$ cat config.mk
export PLATFORM = sky130hd
export DESIGN_NAME = calc_core
export DESIGN_NICKNAME = d
export VERILOG_FILES = /design/src/rtl/calc_pkg.sv /design/src/rtl/calc_divider.sv /design/src/rtl/calc_core.sv
export SDC_FILE = /design/constraint.sdc
export NUM_CORES = 1
export LEC_CHECK = 0
export BUFFER_PORTS_ARGS = -buffer_cell sky130_fd_sc_hd__buf_4
export CELL_PAD_IN_SITES_DETAIL_PLACEMENT = 0
export CELL_PAD_IN_SITES_GLOBAL_PLACEMENT = 2
export CORE_UTILIZATION = 40
export DETAILED_ROUTE_END_ITERATION = 10
export GPL_TIMING_DRIVEN = 0
export PLACE_DENSITY = 0.84
export SLEW_MARGIN = 30
export SYNTH_ARGS = -nofsm -noshare
export SYNTH_HDL_FRONTEND = slang
export SYNTH_HIERARCHICAL = 1
export SYNTH_SLANG_ARGS = --single-unit
$ cat constraint.sdc
create_clock -name clk -period 9.5 [get_ports clk]
set_input_delay 0.95 -clock clk [delete_from_list [all_inputs] [get_ports clk]]
set_output_delay 0.95 -clock clk [all_outputs]
set_load 0.02 [all_outputs]
$ cat src/rtl/calc_pkg.sv
// ---------------------------------------------------------------------------
// calc_pkg : key codes, FSM states and opcode encoding for the calculator
// Rev 1.0
// ---------------------------------------------------------------------------
`default_nettype none
`timescale 1ns/1ps

package calc_pkg;

    localparam logic [3:0] KEY_ADD = 4'd10;
    localparam logic [3:0] KEY_SUB = 4'd11;
    localparam logic [3:0] KEY_MUL = 4'd12;
    localparam logic [3:0] KEY_DIV = 4'd13;
    localparam logic [3:0] KEY_CLR = 4'd14;
    localparam logic [3:0] KEY_EQ  = 4'd15;

    typedef enum logic [2:0] {
        ST_ENTRY_A = 3'd0,
        ST_ENTRY_B = 3'd1,
        ST_DIV     = 3'd2,
        ST_RESULT  = 3'd3,
        ST_ERROR   = 3'd4
    } state_t;

    typedef enum logic [1:0] {
        OP_ADD = 2'd0,
        OP_SUB = 2'd1,
        OP_MUL = 2'd2,
        OP_DIV = 2'd3
    } op_t;

    // Operator keys 10..13 map onto 0..3 by subtracting 2 in the low two bits.
    function automatic op_t key_to_op(input logic [3:0] key);
        return op_t'(key[1:0] - 2'd2);
    endfunction

endpackage

`default_nettype wire

$ cat src/rtl/calc_divider.sv
// ---------------------------------------------------------------------------
// calc_divider : restoring unsigned divider, one quotient bit per cycle
// Rev 1.0
// ---------------------------------------------------------------------------
`default_nettype none
`timescale 1ns/1ps

module calc_divider #(
    parameter int WIDTH = 20
) (
    input  logic             clk,
    input  logic             rst_n,
    input  logic             start,
    input  logic [WIDTH-1:0] dividend,
    input  logic [WIDTH-1:0] divisor,
    output logic             busy,
    output logic [WIDTH-1:0] quotient,
    output logic             done
);

    localparam int              CW            = $clog2(WIDTH + 1);
    localparam logic [CW-1:0]   c_cnt_last    = CW'(WIDTH);
    localparam logic [CW-1:0]   c_cnt_prelast = CW'(WIDTH - 1);

    logic [WIDTH-1:0] r_rem;
    logic [WIDTH-1:0] r_quo;
    logic [WIDTH-1:0] r_div;
    logic [CW-1:0]    r_cnt;
    logic             r_busy;
    logic             r_done;

    logic [WIDTH-1:0] w_src_rem;
    logic [WIDTH-1:0] w_src_quo;
    logic [WIDTH-1:0] w_src_div;
    logic [WIDTH:0]   w_shift;
    logic             w_ge;
    logic [WIDTH-1:0] w_rem_nx;
    logic [WIDTH-1:0] w_quo_nx;

    // The first iteration runs on the start cycle straight from the inputs,
    // so the last quotient bit is ready while busy is still high.
    assign w_src_rem = start ? '0       : r_rem;
    assign w_src_quo = start ? dividend : r_quo;
    assign w_src_div = start ? divisor  : r_div;
    assign w_shift   = {w_src_rem, w_src_quo[WIDTH-1]};
    assign w_ge      = (w_shift >= {1'b0, w_src_div});
    assign w_rem_nx  = w_ge ? WIDTH'(w_shift - {1'b0, w_src_div}) : w_shift[WIDTH-1:0];
    assign w_quo_nx  = {w_src_quo[WIDTH-2:0], w_ge};

    always_ff @(posedge clk or negedge rst_n) begin
        if (!rst_n) begin
            r_rem  <= '0;
            r_quo  <= '0;
            r_div  <= '0;
            r_cnt  <= '0;
            r_busy <= 1'b0;
            r_done <= 1'b0;
        end else begin
            r_done <= 1'b0;
            if (start && !r_busy) begin
                r_busy <= 1'b1;
                r_rem  <= w_rem_nx;
                r_quo  <= w_quo_nx;
                r_div  <= divisor;
                r_cnt  <= CW'(1);
            end else if (r_busy) begin
                if (r_cnt == c_cnt_last) begin
                    r_busy <= 1'b0;
                end else begin
                    r_rem  <= w_rem_nx;
                    r_quo  <= w_quo_nx;
                    r_cnt  <= r_cnt + CW'(1);
                    r_done <= (r_cnt == c_cnt_prelast);
                end
            end
        end
    end

    assign busy     = r_busy;
    assign quotient = r_quo;
    assign done     = r_done;

endmodule

`default_nettype wire

$ cat src/rtl/calc_core.sv
// ---------------------------------------------------------------------------
// calc_core : keypad calculator core with chaining, clear and error latching
// Rev 1.0
// ---------------------------------------------------------------------------
`default_nettype none
`timescale 1ns/1ps

module calc_core
    import calc_pkg::*;
#(
    parameter int WIDTH = 20
) (
    input  logic             clk,
    input  logic             rst_n,
    input  logic             key_valid,
    input  logic [3:0]       key_code,
    output logic [WIDTH-1:0] bin_data,
    output logic             busy,
    output logic             err,
    output logic             done
);

    localparam int EW = WIDTH + 4;

    state_t           r_state;
    op_t              r_opcode;
    logic [WIDTH-1:0] r_num1;
    logic [WIDTH-1:0] r_bin_data;
    logic             r_b_seen;
    logic             r_chain;
    logic             r_err;
    logic             r_done;

    logic             w_is_digit;
    logic             w_is_op;
    logic             w_is_clr;
    op_t              w_key_op;
    logic [EW-1:0]    w_digit_ext;
    logic             w_digit_fits;
    logic [WIDTH:0]   w_sum;
    logic [2*WIDTH-1:0] w_prod;
    logic [WIDTH-1:0] w_alu_res;
    logic             w_alu_err;
    logic             w_div_start;
    logic             w_div_busy;
    logic             w_div_done;
    logic [WIDTH-1:0] w_quot;

    assign w_is_digit = (key_code < 4'd10);
    assign w_is_op    = (key_code >= KEY_ADD) && (key_code <= KEY_DIV);
    assign w_is_clr   = (key_code == KEY_CLR);
    assign w_key_op   = key_to_op(key_code);

    // Digit is accepted only if value*10+d still fits in WIDTH bits.
    assign w_digit_ext  = EW'(r_bin_data) * EW'(10) + EW'(key_code);
    assign w_digit_fits = (w_digit_ext[EW-1:WIDTH] == 4'd0);

    assign w_sum  = {1'b0, r_num1} + {1'b0, r_bin_data};
    assign w_prod = {{WIDTH{1'b0}}, r_num1} * {{WIDTH{1'b0}}, r_bin_data};

    always_comb begin
        w_alu_res = '0;
        w_alu_err = 1'b0;
        case (r_opcode)
            OP_ADD: begin
                w_alu_res = w_sum[WIDTH-1:0];
                w_alu_err = w_sum[WIDTH];
            end
            OP_SUB: begin
                w_alu_res = r_num1 - r_bin_data;
                w_alu_err = (r_num1 < r_bin_data);
            end
            OP_MUL: begin
                w_alu_res = w_prod[WIDTH-1:0];
                w_alu_err = (w_prod[2*WIDTH-1:WIDTH] != '0);
            end
            default: begin
                w_alu_err = (r_bin_data == '0);
            end
        endcase
    end

    assign w_div_start = key_valid && (r_state == ST_ENTRY_B) && r_b_seen
                       && (w_is_op || (key_code == KEY_EQ))
                       && (r_opcode == OP_DIV) && (r_bin_data != '0);

    calc_divider #(
        .WIDTH (WIDTH)
    ) u_divider (
        .clk      (clk),
        .rst_n    (rst_n),
        .start    (w_div_start),
        .dividend (r_num1),
        .divisor  (r_bin_data),
        .busy     (w_div_busy),
        .quotient (w_quot),
        .done     (w_div_done)
    );

    always_ff @(posedge clk or negedge rst_n) begin
        if (!rst_n) begin
            r_state    <= ST_ENTRY_A;
            r_opcode   <= OP_ADD;
            r_num1     <= '0;
            r_bin_data <= '0;
            r_b_seen   <= 1'b0;
            r_chain    <= 1'b0;
            r_err      <= 1'b0;
            r_done     <= 1'b0;
        end else begin
            r_done <= 1'b0;
            if (r_state == ST_DIV) begin
                if (w_div_done) begin
                    r_done <= 1'b1;
                    r_chain <= 1'b0;
                    if (r_chain) begin
                        r_num1     <= w_quot;
                        r_bin_data <= '0;
                        r_b_seen   <= 1'b0;
                        r_state    <= ST_ENTRY_B;
                    end else begin
                        r_bin_data <= w_quot;
                        r_state    <= ST_RESULT;
                    end
                end
            end else if (key_valid) begin
                if (w_is_clr) begin
                    r_bin_data <= '0;
                    r_num1     <= '0;
                    r_opcode   <= OP_ADD;
                    r_b_seen   <= 1'b0;
                    r_chain    <= 1'b0;
                    r_err      <= 1'b0;
                    r_state    <= ST_ENTRY_A;
                end else if (w_is_digit) begin
                    if (r_state == ST_ENTRY_A || r_state == ST_ENTRY_B) begin
                        if (w_digit_fits) begin
                            r_bin_data <= w_digit_ext[WIDTH-1:0];
                        end
                        if (r_state == ST_ENTRY_B) begin
                            r_b_seen <= 1'b1;
                        end
                    end else begin
                        r_bin_data <= WIDTH'(key_code);
                        r_err      <= 1'b0;
                        r_state    <= ST_ENTRY_A;
                    end
                end else if (w_is_op) begin
                    case (r_state)
                        ST_ENTRY_A, ST_RESULT: begin
                            r_num1     <= r_bin_data;
                            r_opcode   <= w_key_op;
                            r_bin_data <= '0;
                            r_b_seen   <= 1'b0;
                            r_state    <= ST_ENTRY_B;
                        end
                        ST_ENTRY_B: begin
                            if (!r_b_seen) begin
                                r_opcode <= w_key_op;
                            end else if (w_alu_err) begin
                                r_err      <= 1'b1;
                                r_bin_data <= '0;
                                r_done     <= 1'b1;
                                r_state    <= ST_ERROR;
                            end else if (r_opcode == OP_DIV) begin
                                r_chain  <= 1'b1;
                                r_opcode <= w_key_op;
                                r_state  <= ST_DIV;
                            end else begin
                                r_num1     <= w_alu_res;
                                r_bin_data <= '0;
                                r_opcode   <= w_key_op;
                                r_b_seen   <= 1'b0;
                                r_done     <= 1'b1;
                            end
                        end
                        default: ;
                    endcase
                end else if (r_state == ST_ENTRY_B && r_b_seen) begin
                    if (w_alu_err) begin
                        r_err      <= 1'b1;
                        r_bin_data <= '0;
                        r_done     <= 1'b1;
                        r_state    <= ST_ERROR;
                    end else if (r_opcode == OP_DIV) begin
                        r_chain <= 1'b0;
                        r_state <= ST_DIV;
                    end else begin
                        r_bin_data <= w_alu_res;
                        r_done     <= 1'b1;
                        r_state    <= ST_RESULT;
                    end
                end
            end
        end
    end

    assign bin_data = r_bin_data;
    assign busy     = w_div_busy;
    assign err      = r_err;
    assign done     = r_done;

endmodule

`default_nettype wire
==> results of run 1 <==
-- cell usage in the layout, fill, tap and decap left out, types with 13 or more instances in the layout --
master,n
sky130_fd_sc_hd__nor2b_1,33
sky130_fd_sc_hd__a211oi_1,27
sky130_fd_sc_hd__a21o_1,39
sky130_fd_sc_hd__o21ai_0,125
sky130_fd_sc_hd__nand3_1,35
sky130_fd_sc_hd__mux2_2,42
sky130_fd_sc_hd__a21oi_1,125
sky130_fd_sc_hd__clkbuf_1,103
sky130_fd_sc_hd__and3_1,20
sky130_fd_sc_hd__dfrtp_1,106
sky130_fd_sc_hd__nor4_1,17
sky130_fd_sc_hd__buf_4,28
sky130_fd_sc_hd__clkbuf_16,17
sky130_fd_sc_hd__a31oi_1,37
sky130_fd_sc_hd__o21a_1,14
sky130_fd_sc_hd__nor2_1,182
sky130_fd_sc_hd__o211ai_1,14
sky130_fd_sc_hd__nand2_1,313
sky130_fd_sc_hd__xnor2_1,62
sky130_fd_sc_hd__mux2i_1,53
sky130_fd_sc_hd__clkbuf_2,23
sky130_fd_sc_hd__nor3_1,31
sky130_fd_sc_hd__fa_1,324
sky130_fd_sc_hd__inv_1,411
sky130_fd_sc_hd__or3_1,13
sky130_fd_sc_hd__nand2b_1,21
sky130_fd_sc_hd__xor2_1,30
sky130_fd_sc_hd__ha_1,251
sky130_fd_sc_hd__and2_1,183
sky130_fd_sc_hd__a22oi_1,17
sky130_fd_sc_hd__a221o_1,14
sky130_fd_sc_hd__nand4_1,44
-- per-layer routing --
metal	wire, µm	track usage (%)	vias up
met5	0	0	-
met4	2310	7.87	0
met3	7820	6.32	130
met2	41300	45.8	895
met1	41700	42.6	11200
li1	-	-	9877
-- worst max path at each step --
| stage | start | end | cells after the start | slack [ns] |
|---|---|---|---|---|
| 3_3_place_gp | bin_data[6]$_DFFE_PN0P_ | r_num1[4]$_DFFE_PN0P_ | 27 | -1.22 |
| 3_5_place_dp | bin_data[6]$_DFFE_PN0P_ | r_num1[7]$_DFFE_PN0P_ | 27 | -0.88 |
| 2_1_floorplan | bin_data[6]$_DFFE_PN0P_ | bin_data[19]$_DFFE_PN0P_ | 26 | 1.41 |
| 6_report | bin_data[6]$_DFFE_PN0P_ | r_num1[7]$_DFFE_PN0P_ | 27 | 0.19 |
| 5_1_grt | bin_data[17]$_DFFE_PN0P_ | bin_data[5]$_DFFE_PN0P_ | 27 | 0.01 |
| 4_1_cts | r_num1[13]$_DFFE_PN0P_ | bin_data[11]$_DFFE_PN0P_ | 27 | 0.02 |
-- repair_timing --
action,4_1_cts,5_1_grt
endpoints found under the setup margin,47,45
pin swaps,0,2
gates resized for setup,24,67
gates cloned,0,0
-- registers in the layout, indices dropped and copies added (netlist names), 2 cells and up --
name and count:
bin_data 20, r_num1 20, r_opcode 2, r_state 3, u_divider/quotient 20, u_divider/r_cnt 5
u_divider/r_div 20, u_divider/r_rem 20
-- logic make-up (layout without fill, tap and decap cells) --
kind of cell    after synthesis  count (layout)  share of synthesized area (%)
other cells                   0               2                              0
flops                       116             116                           11.7
xor+xnor                     93              93                           3.28
mux                          96              96                           4.09
simple gates                939             939                           18.7
fa+ha+maj                   576             576                           38.9
compound gates              546             546                           14.6
buf+inv                     574             630                           8.76
-- metrics by stage --
stage	cell area (µm²)	hold slack, ns	setup slack, ns	instances	utilization, %
global route	26700	0.390	0.0100	3778	43.9
floorplan	24800	0.452	1.41	2940	-
CTS	26600	0.374	0.0230	3779	43.8
detailed placement	26000	0.477	-0.883	3752	42.8
global placement	26000	0.476	-1.22	3751	42.8
finish	26700	0.374	0.193	3780	43.9
-- critical path: stages, from the launching register on --
cell                       delay, ns
sky130_fd_sc_hd__dfrtp_4        0.59
sky130_fd_sc_hd__clkbuf_4       0.29
sky130_fd_sc_hd__clkbuf_2       0.28
sky130_fd_sc_hd__and2_1         0.22
sky130_fd_sc_hd__fa_1           0.51
sky130_fd_sc_hd__inv_1          0.06
sky130_fd_sc_hd__fa_1           0.57
sky130_fd_sc_hd__fa_1           0.45
sky130_fd_sc_hd__fa_1           0.55
sky130_fd_sc_hd__inv_1          0.05
sky130_fd_sc_hd__fa_1           0.46
sky130_fd_sc_hd__fa_1           0.49
sky130_fd_sc_hd__inv_1          0.09
sky130_fd_sc_hd__fa_1           0.50
sky130_fd_sc_hd__inv_1          0.09
sky130_fd_sc_hd__ha_1           0.44
sky130_fd_sc_hd__nand3_1        0.16
sky130_fd_sc_hd__nor2_1         0.24
sky130_fd_sc_hd__o211ai_1       0.31
sky130_fd_sc_hd__a31oi_1        0.37
sky130_fd_sc_hd__a21oi_1        0.20
sky130_fd_sc_hd__mux2i_1        0.36
sky130_fd_sc_hd__and4b_1        0.24
sky130_fd_sc_hd__nand4b_1       0.22
sky130_fd_sc_hd__nor4b_4        0.56
sky130_fd_sc_hd__a31oi_1        0.18
sky130_fd_sc_hd__clkbuf_2       0.32
sky130_fd_sc_hd__mux2_2         0.35
-- final cells by class --
type	instances	area share, %
buffer	153	2.49
tap	782	3.66
timing repair buffer	30	0.946
inverter	415	5.85
clock buffer	17	1.59
multi-input combinational	2250	74.0
clock inverter	15	0.492
sequential	116	10.9
antenna	2	0.0187
==> results by group, run 1 <==
CTS
  – CTS Root Cell: sky130_fd_sc_hd__clkbuf_16
  – Clk Latency, worst-skew pair: 0.44 ns
  – Total clock buffers created by CTS: 17
  – Maximum root-to-sink buffer count: 2
  – TritonCTS clock tree: done
  – Sink count of the clock tree: 116
  – Setup Buffers After CTS: 0
  – Clock-pin transition on the worst setup and hold timing paths: 0.07 ns
  – # hold bufs at CTS: 0
  – H-tree depth: 4

Setup path
  – Critical Path End Type: flop
  – Worst setup slack for register-to-register paths: 0.19 ns
  – Depth of the worst register-to-register path: 27
  – Data arrival time of the critical path: 9.62 ns
  – Critical path required time: 9.81 ns
  – Startpoint-to-endpoint class of the critical path: flop to flop
  – End of the worst register-to-register path: r_num1[7]$_DFFE_PN0P_
  – Startpoint of the worst-slack reg-to-reg timing path: bin_data[6]$_DFFE_PN0P_
  – Worst Path Max Fanout: 10
  – Startpoint type of the worst setup path: flop

Detailed routing
  – DRT Pass-1 Iters: 5
  – Detailed-route wire length per cell: 24.6 µm
  – Count of nets left with antenna violations after detail routing: 0
  – Vias per cell: 5.84
  – Via count: 22,100
  – Drc violations: 0
  – Total Routed Length: 93,100 µm
  – Number of DRC markers in iteration 0: 2,243

Final layout
  – Net total in the final layout: 3,566
  – Layout overhead on the synthesized area: 7.67%
  – Total area of multi-input combinational cells: 19,800 µm²
  – Count of filler cells inserted in the layout: 6,158
  – Seq. cell area: 2920 µm²
  – Layout cell share with drive strength beyond 1: 6.41%

STA
  – Setup Viol. Count Final: 0
  – Clk_skew: 0.0179 ns
  – Final critical delay including setup and external delays: 9.31 ns
  – Slew @ Worst Pin: 0.939 ns
  – Final worst-path cycle share: 98.0%
  – Worst max-slew margin expressed relative to the limit: 37.4%
  – Setup repair after global routing missed its margin: no
  – Final max-slew violation count: 0
  – Fmax: 107 MHz
  – Hold Violations, Final: 0
  – Final total negative setup slack: 0 ns

Floorplan
  – Die Span X: 251 µm
  – Chip height: 251 µm
  – Top-Level Pins: 30
  – Std-Cell Rows: 90
  – Die Footprint: 63,000 µm²
  – Starting Density: 40.8%
  – Placeable core region: 60,800 µm²

Synthesis
  – Distinct cells, synth: 94
  – Count of flip-flops with a built-in enable after synthesis: 0
  – Synthesized instance count: 2,940
  – Avg Inst Size Synth: 8.44 µm²
  – Post-synth net total: 3,523
  – Cell Area, Synth: 24,800 µm²
  – Dominant cell type by area after synthesis: sky130_fd_sc_hd__fa_1
  – Sequential fraction of the synthesis area: 11.7%
  – Number of warning messages in the yosys log: 6
  – Commonest register cell after synthesis: sky130_fd_sc_hd__dfrtp_1
  – Synth top area share: 26.2%
  – Area contributors post-synth: sky130_fd_sc_hd__fa_1 (26%), sky130_fd_sc_hd__ha_1 (13%), sky130_fd_sc_hd__dfrtp_1 (12%)
  – Most repeated cell in the gate-level netlist after synthesis: sky130_fd_sc_hd__inv_1
  – Fraction of synthesis flops using an asynchronous set or reset pin: 100%
  – Seq cells post-synth: 116
  – Leading cell types by count after synthesis: sky130_fd_sc_hd__inv_1 (411), sky130_fd_sc_hd__fa_1 (324), sky130_fd_sc_hd__nand2_1 (313)

Run
  – Max-Cap Viols: 0

Placed design
  – Count of input and output buffers: 29
  – HPWL after detailed placement: 76,100 µm
  – Weighted congestion at the end of routability-driven global placement: 0.968

Global routing
  – Largest net degree at the start of global routing: 83
  – Number of global-route vias before repair: 22,300
  – Overall Global Routing Usage: 29.9%
  – Wire length of the first global-routing pass: 141,000 µm
  – Antenna violations before repair: 2
  – Overflow left after global routing: 0

Min path
  – Worst min-delay path class: input pin to async pin

Outcome
  – Outcome: complete, no violations
Power of run 1 is left out: the tool's default activity adds up to more than one toggle a clock period on the data nets, which glitch-free logic cannot reach.
==> run 2, diff against run 1 <==
--- a/config.mk
+++ b/config.mk
@@ -8,12 +8,11 @@
 export BUFFER_PORTS_ARGS = -buffer_cell sky130_fd_sc_hd__buf_4
 export CELL_PAD_IN_SITES_DETAIL_PLACEMENT = 0
 export CELL_PAD_IN_SITES_GLOBAL_PLACEMENT = 2
-export CORE_UTILIZATION = 40
+export CORE_UTILIZATION = 41
 export DETAILED_ROUTE_END_ITERATION = 10
 export GPL_TIMING_DRIVEN = 0
-export PLACE_DENSITY = 0.84
+export PLACE_DENSITY = 0.86
 export SLEW_MARGIN = 30
 export SYNTH_ARGS = -nofsm -noshare
 export SYNTH_HDL_FRONTEND = slang
-export SYNTH_HIERARCHICAL = 1
 export SYNTH_SLANG_ARGS = --single-unit
==> run 2 against run 1 <==
Fmax decreased by 0.46%. First-iteration DRC count shrank 11%. Non-clock buffer count grew 22. Cell area up 1.9%. Flip-flop and latch count unchanged. Clock skew is 0.0013 ns lower. Via count grew 4.7%. Register-to-register slack lost 0.04 ns. Critical endpoint is now bin_data[15]$_DFFE_PN0P_.
==> results by group, run 2 <==
Synthesis
  – Post-synthesis share of cell area spent on full adders, half adders and majority gates: 38.1% (-0.72 points)
  – Synthesized-area fraction occupied by xor and xnor cells: 2.46% (-0.83 points)
  – Commonest register cell after synthesis: sky130_fd_sc_hd__dfrtp_1
  – Area fraction in compound gates after synthesis: 15.8% (+1.2 points)
  – Avg Inst Size Synth: 8.21 µm² (-2.7%)
  – Seq cells post-synth: 116 (unchanged)
  – Area contributors post-synth: sky130_fd_sc_hd__fa_1 (26%), sky130_fd_sc_hd__ha_1 (13%), sky130_fd_sc_hd__dfrtp_1 (11%)
  – Number of warning messages in the yosys log: 0 (-6)
  – Largest family of logic cells by synthesized area: adder cells
  – Dominant cell type by area after synthesis: sky130_fd_sc_hd__fa_1
  – Post-synth net total: 3,666 (+4.1%)
  – Most repeated cell in the gate-level netlist after synthesis: sky130_fd_sc_hd__inv_1
  – Synthesized instance count: 3,082 (+4.8%)
  – Simple-gate area share of the yosys netlist: 19.9% (+1.2 points)
  – Sequential fraction of the synthesis area: 11.5% (-0.23 points)
  – Leading cell types by count after synthesis: sky130_fd_sc_hd__inv_1 (433), sky130_fd_sc_hd__nand2_1 (366), sky130_fd_sc_hd__fa_1 (324)
  – Fraction of synthesis flops using an asynchronous set or reset pin: 100% (unchanged)
  – Cell Area, Synth: 25,300 µm² (+2.0%)
  – Distinct cells, synth: 101 (+7.4%)
  – Synth top area share: 25.6% (-0.52 points)
  – Share of cell area taken by muxes after synthesis: 2.68% (-1.4 points)
  – Count of flip-flops with a built-in enable after synthesis: 0 (unchanged)

STA
  – Setup repair after global routing missed its margin: no
  – Final max-slew violation count: 0 (unchanged)
  – Clk_skew: 0.0166 ns (-0.00129 ns)
  – Final critical delay including setup and external delays: 9.35 ns (+0.0429 ns)
  – Fmax: 107 MHz (-0.46%)
  – Slew @ Worst Pin: 1.06 ns (+0.116 ns)
  – Hold Violations, Final: 0 (unchanged)
  – Setup Viol. Count Final: 0 (unchanged)
  – Worst max-slew margin expressed relative to the limit: 29.6% (-7.7 points)
  – Setup slack of the critical path after layout: 0.150 ns (-0.0429 ns)
  – Worst slack on hold paths: 0.391 ns (+0.0166 ns)
  – Final worst-path cycle share: 98.4% (+0.45 points)

CTS
  – # hold bufs at CTS: 0 (unchanged)
  – Total clock buffers created by CTS: 17 (unchanged)
  – TritonCTS clock tree: done
  – Clock-pin transition on the worst setup and hold timing paths: 0.07 ns (about the same)
  – Maximum root-to-sink buffer count: 2 (unchanged)
  – H-tree depth: 4 (unchanged)
  – Clk Latency, worst-skew pair: 0.44 ns (about the same)
  – CTS Root Cell: sky130_fd_sc_hd__clkbuf_16
  – Sink count of the clock tree: 116 (unchanged)

Global routing
  – Overflow left after global routing: 0 (unchanged)
  – Largest net degree at the start of global routing: 77 (-7.2%)
  – Wire length of the first global-routing pass: 149,000 µm (+5.9%)
  – Number of global-route vias before repair: 23,200 (+4.1%)
  – Antenna violations before repair: 9 (+7)
  – Overall Global Routing Usage: 32.2% (+2.3 points)

Floorplan
  – Placeable core region: 60,700 µm² (-0.19%)
  – Starting Density: 41.7% (+0.90 points)
  – Chip height: 250 µm (-0.23%)
  – Die Footprint: 62,700 µm² (-0.47%)
  – Top-Level Pins: 30 (unchanged)
  – Die Span X: 250 µm (-0.23%)
  – Std-Cell Rows: 90 (unchanged)

Placed design
  – Weighted congestion at the end of routability-driven global placement: 0.971 (+0.27%)
  – Minimum setup slack after placement: -0.797 ns (+0.0852 ns)
  – Cell Area, Placed: 26,500 µm² (+1.9%)
  – Count of input and output buffers: 29 (unchanged)
  – HPWL after detailed placement: 80,300 µm (+5.5%)

Setup path
  – Startpoint type of the worst setup path: flop
  – Slowest-stage cell, CP: sky130_fd_sc_hd__clkbuf_1
  – Data arrival time of the critical path: 9.72 ns (+0.10 ns)
  – Critical path required time: 9.87 ns (+0.06 ns)
  – Startpoint-to-endpoint class of the critical path: flop to flop
  – Biggest cell delay along the critical path: 0.72 ns (+0.13 ns)
  – Critical Path End Type: flop
  – Count of buffer and inverter cells on the critical path: 6 (-1)
  – Cell with the most instances on the worst path: sky130_fd_sc_hd__fa_1
  – Worst Path Max Fanout: 11 (+1)
  – Category of cells accounting for the largest share of critical-path delay: adder cells

Min path
  – Worst min-delay path class: input pin to async pin

Detailed routing
  – Vias per cell: 5.90 (+0.93%)
  – Detailed-route wire length per cell: 25.6 µm (+4.0%)
  – Count of nets left with antenna violations after detail routing: 0 (unchanged)
  – Total Routed Length: 100,000 µm (+7.9%)
  – Via count: 23,100 (+4.7%)
  – Drc violations: 0 (unchanged)
  – DRT Pass-1 Iters: 5 (unchanged)
  – Number of DRC markers in iteration 0: 1,996 (-11%)

Run
  – Max-Cap Viols: 0 (unchanged)

Final layout
  – Final Instance Area: 27,200 µm² (+1.9%)
  – Count of filler cells inserted in the layout: 6,137 (-0.34%)
  – Layout overhead on the synthesized area: 7.50%
  – Core utilization of the finished layout: 44.8% (+0.90 points)
  – Net total in the final layout: 3,710 (+4.0%)
  – Layout cell share with drive strength beyond 1: 5.45% (-0.96 points)
  – Most common library cell in the layout ignoring fill and taps: sky130_fd_sc_hd__inv_1
  – Commonest non-fill, non-tap cells in the layout: sky130_fd_sc_hd__inv_1 (432), sky130_fd_sc_hd__nand2_1 (366), sky130_fd_sc_hd__fa_1 (324)

Outcome
  – Outcome: complete, no violations
run 2: through the flow:
stage	TNS, ns	std cells
global placement	-34.05	3893
global route	0	3921
CTS	0	3923
floorplan	0	3082
detailed placement	-31.73	3894
finish	0	3923
run 2: timing repair:
item / 4_1_cts / 5_1_grt
pin swaps: 1 / 1
setup endpoints to repair: 48 / 45
setup buffers: 1 / 0
gates resized for setup: 19 / 44
run 2: layout make-up:
cell class,count,area (µm²),share of cell area [%]
diodes,2,5.00,0.0184
plain buffers,174,802,2.95
clock buffers,18,439,1.61
clock inverters,14,143,0.524
inverters,435,1640,6.02
multi-input cells,2351,20000,73.6
flip-flops and latches,116,2910,10.7
well taps,782,978,3.60
repair buffers,31,273,1.00
run 2: path summary, 6_finish.rpt:
kind                                                start                             end  slack (ns)  depth (start not counted)
hold reg to reg            u_divider.r_div[5]$_DFFE_PN0P_  u_divider.r_div[5]$_DFFE_PN0P_        0.48                          2
setup reg to reg                 bin_data[15]$_DFFE_PN0P_        bin_data[15]$_DFFE_PN0P_        0.15                         26
hold / removal                                      rst_n  u_divider.r_rem[5]$_DFFE_PN0P_        0.39                          1
setup / recovery                 bin_data[15]$_DFFE_PN0P_        bin_data[15]$_DFFE_PN0P_        0.15                         26
max in group asynchronous                           rst_n          r_num1[19]$_DFFE_PN0P_        8.34                          2
min in group clk           u_divider.r_div[5]$_DFFE_PN0P_  u_divider.r_div[5]$_DFFE_PN0P_        0.48                          2
run 2: logic make-up after synthesis:
| family | count (synthesis) |
|---|---|
| AO/OA/AOI/OAI | 608 |
| XOR/XNOR | 71 |
| adder cells (fa/ha/maj) | 577 |
| buffers and inverters | 615 |
| flip-flops | 116 |
| multiplexers | 65 |
| AND/OR/NAND/NOR | 1030 |
run 2: metal layers:
metal / global-route usage [%] / vias to the layer above / routed length (µm)
met2: 48.9 / 921 / 44100
met5: 0 / - / 39
met4: 9.87 / 6 / 3060
met3: 6.02 / 158 / 8190
li1: - / 10300 / -
met1: 46.1 / 11800 / 45100
run 2: worst register-to-register path, stage by stage, from the launching register on:
cell	delay [ns]
sky130_fd_sc_hd__dfrtp_1	0.69
sky130_fd_sc_hd__clkbuf_1	0.73
sky130_fd_sc_hd__inv_1	0.52
sky130_fd_sc_hd__nor2_1	0.23
sky130_fd_sc_hd__ha_1	0.20
sky130_fd_sc_hd__fa_1	0.42
sky130_fd_sc_hd__ha_1	0.31
sky130_fd_sc_hd__fa_1	0.51
sky130_fd_sc_hd__fa_1	0.44
sky130_fd_sc_hd__fa_1	0.49
sky130_fd_sc_hd__inv_1	0.08
sky130_fd_sc_hd__fa_1	0.48
sky130_fd_sc_hd__inv_1	0.05
sky130_fd_sc_hd__ha_1	0.26
sky130_fd_sc_hd__clkbuf_1	0.39
sky130_fd_sc_hd__nand2_1	0.17
sky130_fd_sc_hd__o21ai_0	0.43
sky130_fd_sc_hd__a21oi_1	0.19
sky130_fd_sc_hd__nand3_1	0.19
sky130_fd_sc_hd__nand3_1	0.24
sky130_fd_sc_hd__a2111oi_2	0.56
sky130_fd_sc_hd__o21a_1	0.17
sky130_fd_sc_hd__o211a_1	0.34
sky130_fd_sc_hd__a31oi_2	0.27
sky130_fd_sc_hd__buf_6	0.22
sky130_fd_sc_hd__or4_4	0.52
sky130_fd_sc_hd__a31oi_4	0.16
Power of run 2 is left out for the same reason.
==> run 3, diff against run 2 <==
--- a/config.mk
+++ b/config.mk
@@ -6,12 +6,12 @@
 export NUM_CORES = 1
 export LEC_CHECK = 0
 export BUFFER_PORTS_ARGS = -buffer_cell sky130_fd_sc_hd__buf_4
-export CELL_PAD_IN_SITES_DETAIL_PLACEMENT = 0
-export CELL_PAD_IN_SITES_GLOBAL_PLACEMENT = 2
-export CORE_UTILIZATION = 41
+export CELL_PAD_IN_SITES_DETAIL_PLACEMENT = 1
+export CELL_PAD_IN_SITES_GLOBAL_PLACEMENT = 1
+export CORE_UTILIZATION = 44
 export DETAILED_ROUTE_END_ITERATION = 10
 export GPL_TIMING_DRIVEN = 0
-export PLACE_DENSITY = 0.86
+export PLACE_DENSITY = 0.77
 export SLEW_MARGIN = 30
 export SYNTH_ARGS = -nofsm -noshare
 export SYNTH_HDL_FRONTEND = slang
==> run 3 against run 2 <==
Count of clock-buffer cells in the layout grew 4. Clock skew shrank 0.0063 ns. Hold slack gained 0.081 ns. Die area shrank 6.8%. Worst setup slack lost 0.0032 ns. Final cell count shrank 0.61%. Critical endpoint unchanged. Sequential share of layout area is essentially flat. Non-clock buffer count grew 1.
==> results by group, run 3 (synthesized netlist as in run 2, its figures left out) <==
Floorplan
  – Std-Cell Rows: 87 (-3.3%)
  – Die Span X: 242 µm (-3.4%)
  – Top-Level Pins: 30 (unchanged)
  – Chip height: 242 µm (-3.4%)
  – Die Footprint: 58,500 µm² (-6.8%)
  – Starting Density: 44.7% (+3.0 points)
  – Placeable core region: 56,600 µm² (-6.7%)

Setup path
  – Depth of the worst register-to-register path: 27 (+3.8%)
  – End of the worst register-to-register path: bin_data[15]$_DFFE_PN0P_
  – CP endpoint: bin_data[15]$_DFFE_PN0P_
  – Launching element of the worst setup path: r_num1[12]$_DFFE_PN0P_
  – Startpoint of the worst-slack reg-to-reg timing path: r_num1[12]$_DFFE_PN0P_
  – Worst Path Max Fanout: 10 (-1)
  – Slowest-stage cell, CP: sky130_fd_sc_hd__clkbuf_1
  – Critical path required time: 9.87 ns (about the same)
  – Startpoint type of the worst setup path: flop
  – Cell with the most instances on the worst path: sky130_fd_sc_hd__fa_1
  – Worst setup slack for register-to-register paths: 0.15 ns (about the same)
  – Biggest cell delay along the critical path: 0.76 ns (+0.04 ns)
  – Startpoint-to-endpoint class of the critical path: flop to flop
  – Data arrival time of the critical path: 9.72 ns (about the same)
  – Critical Path End Type: flop

CTS
  – Total clock buffers created by CTS: 17 (unchanged)
  – Sink count of the clock tree: 116 (unchanged)
  – Maximum root-to-sink buffer count: 2 (unchanged)
  – Clk Latency, worst-skew pair: 0.45 ns (about the same)
  – CTS Root Cell: sky130_fd_sc_hd__clkbuf_16
  – Clock-pin transition on the worst setup and hold timing paths: 0.06 ns (about the same)
  – H-tree depth: 4 (unchanged)
  – TritonCTS clock tree: done

STA
  – Clk_skew: 0.0103 ns (-0.00631 ns)
  – Setup repair after global routing missed its margin: no
  – Slew @ Worst Pin: 1.08 ns (+0.0251 ns)
  – Hold Violations, Final: 0 (unchanged)
  – Worst max-slew margin expressed relative to the limit: 28.0% (-1.7 points)
  – Final worst-path cycle share: 98.5% (about the same)
  – Final critical delay including setup and external delays: 9.35 ns (+0.00321 ns)
  – Worst slack on hold paths: 0.472 ns (+0.0809 ns)
  – Fmax: 107 MHz (about the same)
  – Final max-slew violation count: 0 (unchanged)
  – Setup Viol. Count Final: 0 (unchanged)

Detailed routing
  – Vias per cell: 6.09 (+3.3%)
  – Total Routed Length: 104,000 µm (+3.7%)
  – DRT Pass-1 Iters: 6 (+1)
  – Drc violations: 0 (unchanged)
  – Count of nets left with antenna violations after detail routing: 0 (unchanged)
  – Number of DRC markers in iteration 0: 2,340 (+17%)
  – Via count: 23,700 (+2.6%)
  – Detailed-route wire length per cell: 26.7 µm (+4.4%)

Final layout
  – Layout overhead on the synthesized area: 7.56% (about the same)
  – Most common library cell in the layout ignoring fill and taps: sky130_fd_sc_hd__inv_1
  – Layout cell share with drive strength beyond 1: 5.29% (-0.16 points)
  – Commonest non-fill, non-tap cells in the layout: sky130_fd_sc_hd__inv_1 (432), sky130_fd_sc_hd__nand2_1 (366), sky130_fd_sc_hd__fa_1 (324)
  – Net total in the final layout: 3,711 (+0.027%)

Min path
  – Worst min-delay path class: input pin to async pin

Placed design
  – Weighted congestion at the end of routability-driven global placement: 0.972 (+0.15%)
  – Count of input and output buffers: 29 (unchanged)
  – HPWL after detailed placement: 83,500 µm (+4.1%)

Run
  – Max-Cap Viols: 0 (unchanged)

Outcome
  – Outcome: complete, no violations

Global routing
  – Number of global-route vias before repair: 25,100 (+7.9%)
  – Wire length of the first global-routing pass: 157,000 µm (+5.3%)
  – Largest net degree at the start of global routing: 69 (-10%)
  – Overall Global Routing Usage: 35.7% (+3.5 points)
  – Antenna violations before repair: 13 (+4)
  – Overflow left after global routing: 0 (unchanged)
-- run 3: routing by layer --
layer / track usage (%) / vias up / routed length [µm] / part of all wire (%)
li1: - / 10300 / - / -
met1: 48.5 / 12300 / 44000 / 42
met2: 56.2 / 964 / 47200 / 45
met3: 7.19 / 233 / 8700 / 8.3
met4: 13.3 / 10 / 4120 / 4.0
met5: 0 / - / 167 / 0.16
-- run 3: worst min-delay path by stage --
| stage | from | slack, ns | endpoint |
|---|---|---|---|
| finish | rst_n | 0.47 | u_divider.r_rem[11]$_DFFE_PN0P_ |
| global route | rst_n | 0.51 | u_divider.r_rem[11]$_DFFE_PN0P_ |
| CTS | rst_n | 0.49 | u_divider.r_rem[11]$_DFFE_PN0P_ |
| detailed placement | u_divider.r_div[3]$_DFFE_PN0P_ | 0.48 | u_divider.r_div[3]$_DFFE_PN0P_ |
| global placement | u_divider.r_rem[19]$_DFFE_PN0P_ | 0.46 | u_divider.r_rem[19]$_DFFE_PN0P_ |
| floorplan | u_divider.r_rem[19]$_DFFE_PN0P_ | 0.45 | u_divider.r_rem[19]$_DFFE_PN0P_ |
-- run 3: through the flow --
stage / setup TNS [ns] / std cells / util, % / setup WS [ns] / instance area [µm²]
finish: 0 / 3899 / 48.1 / 0.147 / 27200
CTS: 0 / 3899 / 48.0 / 0.0312 / 27200
floorplan: 0 / 3082 / - / 1.43 / 25300
detailed placement: -46.52 / 3868 / 46.8 / -1.15 / 26500
global route: 0 / 3896 / 48.1 / 0.00760 / 27200
global placement: -38.17 / 3867 / 46.8 / -0.961 / 26500
-- run 3: area by class of cell --
type                            count  area, µm²
Fill cell                        6912      29400
Multi-Input combinational cell   2351      20000
Sequential cell                   116       2910
Inverter                          435       1640
Tap cell                          756        946
Buffer                            175        801
Clock buffer                       22        484
Timing Repair Buffer               31        260
Clock inverter                     10        146
Antenna cell                        3       7.51
-- run 3: repair_timing --
action / 4_1_cts / 5_1_grt
cloned: 0 / 0
buffers inserted: 1 / 0
pin swaps: 1 / 0
gates resized for setup: 20 / 47
setup endpoints to repair: 48 / 47
hold buffers: 0 / 0
endpoints found under the hold margin: 0 / 0
-- run 3: worst max-delay path: cells and delay by family (launching register included) --
kind                       cells  cell delay [ns]
DFF                            1             0.45
AOI/OAI and AO/OA              7             2.11
adders and majority gates      8             3.70
and+or+nand+nor                5             1.38
buffers and inverters          7             1.61
Power of run 3 is left out for the same reason.
